## config.mk

```make
export PLATFORM = sky130hd
export DESIGN_NAME = seq_arbiter
export DESIGN_NICKNAME = d
export VERILOG_FILES = /design/src/rtl/seq_arbiter.sv
export SDC_FILE = /design/constraint.sdc
export NUM_CORES = 1
export LEC_CHECK = 0
export CORE_MARGIN = 2
export CORE_UTILIZATION = 52
export CTS_CLUSTER_SIZE = 12
export DETAILED_ROUTE_END_ITERATION = 7
export HOLD_SLACK_MARGIN = 0.05
export PLACE_DENSITY = 0.78
export SLEW_MARGIN = 10
export SYNTH_ARGS = -nofsm -noshare
export SYNTH_HDL_FRONTEND = slang
export SYNTH_SLANG_ARGS = --single-unit
export TNS_END_PERCENT = 30
```

## constraint.sdc

```tcl
create_clock -name clk -period 1.6 [get_ports clk]
set_input_delay 0.32 -clock clk [delete_from_list [all_inputs] [get_ports clk]]
set_output_delay 0.32 -clock clk [all_outputs]
set_load 0.03 [all_outputs]
```

## src/rtl/seq_arbiter.sv

```systemverilog
// Two-requester round-robin scheduler for a shared 2-bit, 4-step pattern sequencer.
// Optional input debouncing is enabled by defining BTN_DEBOUNCE_EN.
module seq_arbiter #(
  parameter int DIV_W     = 24,
  parameter int DEB_TICKS = 3
) (
  input  logic       clk,
  input  logic       rst,
  input  logic       btn1,
  input  logic       btn2,
  output logic [1:0] outputs,
  output logic [1:0] grant,
  output logic       busy,
  output logic       done,
  output logic       tick
);

  typedef enum logic [1:0] {IDLE, S1, S2, S3} state_t;

  localparam logic [DIV_W-1:0] ONES = '1;

  state_t           state, state_next;
  logic [DIV_W-1:0] div_cnt;
  logic [1:0]       sync_a, sync_b, level, level_d, rise;
  logic [1:0]       pend, pend_next, clr;
  logic             last_grant, last_next, win;
  logic [1:0]       outputs_next, grant_next;
  logic             busy_next, done_next;

  // Step pattern for a given owner (0 = btn1, 1 = btn2) and step 1..3.
  function automatic logic [1:0] pattern(input logic owner, input logic [1:0] step);
    case (step)
      2'd1:    pattern = owner ? 2'b01 : 2'b10;
      2'd2:    pattern = owner ? 2'b10 : 2'b01;
      2'd3:    pattern = 2'b11;
      default: pattern = 2'b00;
    endcase
  endfunction

  // Prescaler: tick is registered so it is high while div_cnt is all-ones.
  always_ff @(posedge clk or negedge rst) begin
    if (!rst) begin
      div_cnt <= '0;
      tick    <= 1'b0;
    end else begin
      div_cnt <= div_cnt + 1'b1;
      tick    <= (div_cnt == ONES - 1'b1);
    end
  end

  always_ff @(posedge clk or negedge rst) begin
    if (!rst) begin
      sync_a  <= '0;
      sync_b  <= '0;
      level_d <= '0;
    end else begin
      sync_a  <= {btn2, btn1};
      sync_b  <= sync_a;
      level_d <= level;
    end
  end

`ifdef BTN_DEBOUNCE_EN
  localparam int CW = $clog2(DEB_TICKS + 1);

  logic [1:0]    deb;
  logic [CW-1:0] deb_cnt [2];

  // Level follows the synchronised input only after DEB_TICKS consecutive differing ticks.
  always_ff @(posedge clk or negedge rst) begin
    if (!rst) begin
      deb        <= '0;
      deb_cnt[0] <= '0;
      deb_cnt[1] <= '0;
    end else if (tick) begin
      for (int i = 0; i < 2; i++) begin
        if (sync_b[i] != deb[i]) begin
          if (deb_cnt[i] == CW'(DEB_TICKS - 1)) begin
            deb[i]     <= sync_b[i];
            deb_cnt[i] <= '0;
          end else begin
            deb_cnt[i] <= deb_cnt[i] + 1'b1;
          end
        end else begin
          deb_cnt[i] <= '0;
        end
      end
    end
  end

  assign level = deb;
`else
  logic unused_deb;
  assign unused_deb = ^DEB_TICKS;
  assign level      = sync_b;
`endif

  assign rise = level & ~level_d;

  always_comb begin
    state_next   = state;
    outputs_next = outputs;
    grant_next   = grant;
    busy_next    = busy;
    done_next    = 1'b0;
    last_next    = last_grant;
    clr          = 2'b00;
    win          = 1'b0;
    if (tick) begin
      case (state)
        IDLE: begin
          if (pend != 2'b00) begin
            win          = (pend == 2'b11) ? ~last_grant : pend[1];
            clr          = win ? 2'b10 : 2'b01;
            grant_next   = clr;
            last_next    = win;
            outputs_next = pattern(win, 2'd1);
            busy_next    = 1'b1;
            state_next   = S1;
          end
        end
        S1: begin
          outputs_next = pattern(grant[1], 2'd2);
          state_next   = S2;
        end
        S2: begin
          outputs_next = pattern(grant[1], 2'd3);
          state_next   = S3;
        end
        default: begin
          outputs_next = 2'b00;
          grant_next   = 2'b00;
          busy_next    = 1'b0;
          done_next    = 1'b1;
          state_next   = IDLE;
        end
      endcase
    end
    // A fresh edge in the grant cycle keeps the request queued.
    pend_next = (pend & ~clr) | rise;
  end

  always_ff @(posedge clk or negedge rst) begin
    if (!rst) begin
      state      <= IDLE;
      pend       <= '0;
      last_grant <= 1'b1;
      outputs    <= '0;
      grant      <= '0;
      busy       <= 1'b0;
      done       <= 1'b0;
    end else begin
      state      <= state_next;
      pend       <= pend_next;
      last_grant <= last_next;
      outputs    <= outputs_next;
      grant      <= grant_next;
      busy       <= busy_next;
      done       <= done_next;
    end
  end

endmodule
```

==> results.txt <==
Critical Path Fanout Max - 3
DRC viols - 0
num rows - 21
post-route clock period utilization - 0.9782
global-route wire length before repair - 5368 um
count of final setup violators - 0
commonest non-fill, non-tap cells in the layout - dfrtp_1, xnor2_1, nand2_1
initial core utilization - 0.5465
largest net degree at the start of global routing - 26
chip width - 63.45 um
Hold WS - 0.3597 ns
vias post-DR - 1,172
die area - 4026 um^2
Clock Skews - 0.01766 ns
Finished Layout Cells - 222
post-synthesis adder-cell area fraction - 0.04765
post-synthesis sequential area ratio - 0.5725
HP Class - reg2reg
largest family of logic cells by synthesized area - simple AND/OR/NAND/NOR gates
Synth cell types - 30
Synth Area in Compound Gates - 0.04765
commonest non-fill, non-tap cell in the layout - dfrtp_1
CTS Sinks - 42
power density over the cells - 776.9 nW/um^2
worst-margin pin slew - 0.4614 ns
GPL Wtd Cong - 0.8175
Post-Route WL - 3030 um
Syn Std Cell Area - 1838 um^2
clock-pin slew on the worst setup and hold paths - 0.11 ns
number of placed instances, taps included - 210
nets@finish - 186
Rel. slew slack - 0.6924
max_cap viols - 0
final hold violations - 0
vias in the first global route - 1,199
startpoint types - register
number of placed I/O pins - 11
max-slew violations - 0
clock latency on the worst-skew pair - 0.36 ns
DP Wirelength - 2170 um
setup slack, reg-to-reg - 0.03 ns
Ys Warns - 0
status - finished, final reports clean
TritonCTS clock tree - done
cells after synthesis - 149
Crit path arrival time - 1.81 ns
Wirelength per Cell - 13.65 um
CTS Root Buffer Type - clkbuf_4
total CTS buffers - 5
First-pass DRT Iterations - 4
mean post-synth cell area - 12.34 um^2
Area Growth Syn to Fin - 15.52%
Initial DRC Count - 20
core area - 3363 um^2
post-synthesis mux area share - 0.01838
port bufs - 10
Final ANT Viol Nets - 0
Leak - 1.056 nW
vias per cell - 5.279
Die Span Y - 63.45 um
fmax - 639.0 MHz
Simple-Gate Fraction of Synth Area - 0.1947
antenna violations before repair - 0
Post-Syn Nets - 160
Peak VDD IR - 0.5275 mV
CP endpoint kind - register
CP Class - reg2reg
H-tree depth - 2
fin crit period - 1.565 ns
placed cell area - 2041 um^2
clk buf depth - 2
FF+latch count, synth - 42
Total GRT Usage - 0.1747
Overflow after GRT - 0
Worst Path Required - 1.85 ns
layout cells sized above 1 - 0.1307
ANT cells - 0
Post-Synth XOR/XNOR Area - 0.1048
Design Area, Final - 2123 um^2
[worst max-delay path, stage by stage, from the launching register on]
cell and delay, ns:
dfrtp_1 0.42, inv_1 0.12, ha_1 0.21, inv_2 0.07, o31ai_4 0.21, nor2_1 0.10
mux2_1 0.32
[cells by family after synthesis]
| family | count (synthesis) |
|---|---|
| compound gates | 11 |
| mux | 3 |
| flops | 42 |
| simple gates | 57 |
| fa+ha+maj | 7 |
| xor+xnor | 22 |
| buf+inv | 7 |
[synth_stat cells]
cell,instances,area [um^2]
ha_1,7,87.58
inv_1,6,22.52
xor2_1,7,61.31
xnor2_1,15,131.4
inv_2,1,3.750
nor3_4,2,32.53
nor2b_1,2,12.51
o21ai_0,3,15.01
dfrtp_1,41,1026
nand4_1,8,50.05
and4_1,4,35.03
nor4_1,1,6.260
nor3_1,2,10.01
a21oi_1,2,10.01
nand3_1,7,35.03
or2_1,1,6.260
o22a_1,1,8.760
nand3_2,1,10.01
nor3b_1,1,7.510
mux2_1,3,33.78
and2_1,2,12.51
a32o_1,1,10.01
nand2_1,14,52.55
a211oi_1,1,7.510
o31ai_4,1,21.27
nor2_1,7,26.28
nand4_4,2,42.54
dfstp_2,1,26.28
and3_1,3,18.77
o31ai_1,2,15.01
[path summary, 6_finish.rpt]
path	startpoint	to	depth (start not counted)
setup reg to reg	state[0]	grant[0]	6
setup / recovery	state[0]	grant[0]	6
hold reg to reg	sync_a[0]	level[0]	0
hold / removal	sync_a[0]	level[0]	0
max in group asynchronous	rst	last_grant	3
min in group asynchronous	rst	done	2
[layer usage]
metal / track usage / wire [um] / vias up
met5: 0 / 0 / -
met4: 0.07337 / 68 / 0
met3: 0.05357 / 101 / 8
met2: 0.2947 / 1568 / 17
met1: 0.2065 / 1292 / 583
li1: - / - / 564
[state kept, by name (all words and copies together), names as in the netlist]
| register | cells |
|---|---|
| level_d | 2 |
| pend | 2 |
| state | 2 |
| level | 2 |
| outputs | 2 |
| div_cnt | 24 |
| grant | 2 |
| tick | 1 |
| last_grant | 1 |
| busy | 1 |
| done | 1 |
| sync_a | 2 |
[metrics by stage]
| stage | TNS, ns | setup WS, ns | utilization | power [mW] |
|---|---|---|---|---|
| 2_1_floorplan | 0 | 0.002429 | - | 1.092 |
| 6_report | 0 | 0.03494 | 0.6313 | 1.650 |
| 3_5_place_dp | 0 | 0.04252 | 0.6068 | 1.125 |
| 4_1_cts | 0 | 0.03437 | 0.6246 | 1.665 |
| 5_1_grt | -0.01640 | -0.01214 | 0.6313 | 1.717 |
| 3_3_place_gp | 0 | 0.1387 | 0.6068 | 1.124 |
[report_power, final]
group / switching, mW / leakage [nW] / internal [mW]
Clock: 0.328 / 0.0326 / 0.217
Sequential: 0.00214 / 0.544 / 1.07
Combinational: 0.0220 / 0.479 / 0.0118
Total: 0.352 / 1.06 / 1.30
[final cells by class]
type	instances	area [um^2]
Clock buffer	8	58.81
Sequential cell	42	1052
Fill cell	299	1240
Multi-Input combinational cell	100	759.5
Tap cell	46	57.56
Timing Repair Buffer	19	168.9
Inverter	7	26.28
[timing repair]
action	CTS	global route
setup buffers	0	3
endpoints found under the setup margin	7	2
hold endpoints to repair	17	0
resized for setup	7	0
hold buffers	1	0
pin swaps	0	0
(Power assumes the default switching activity.)
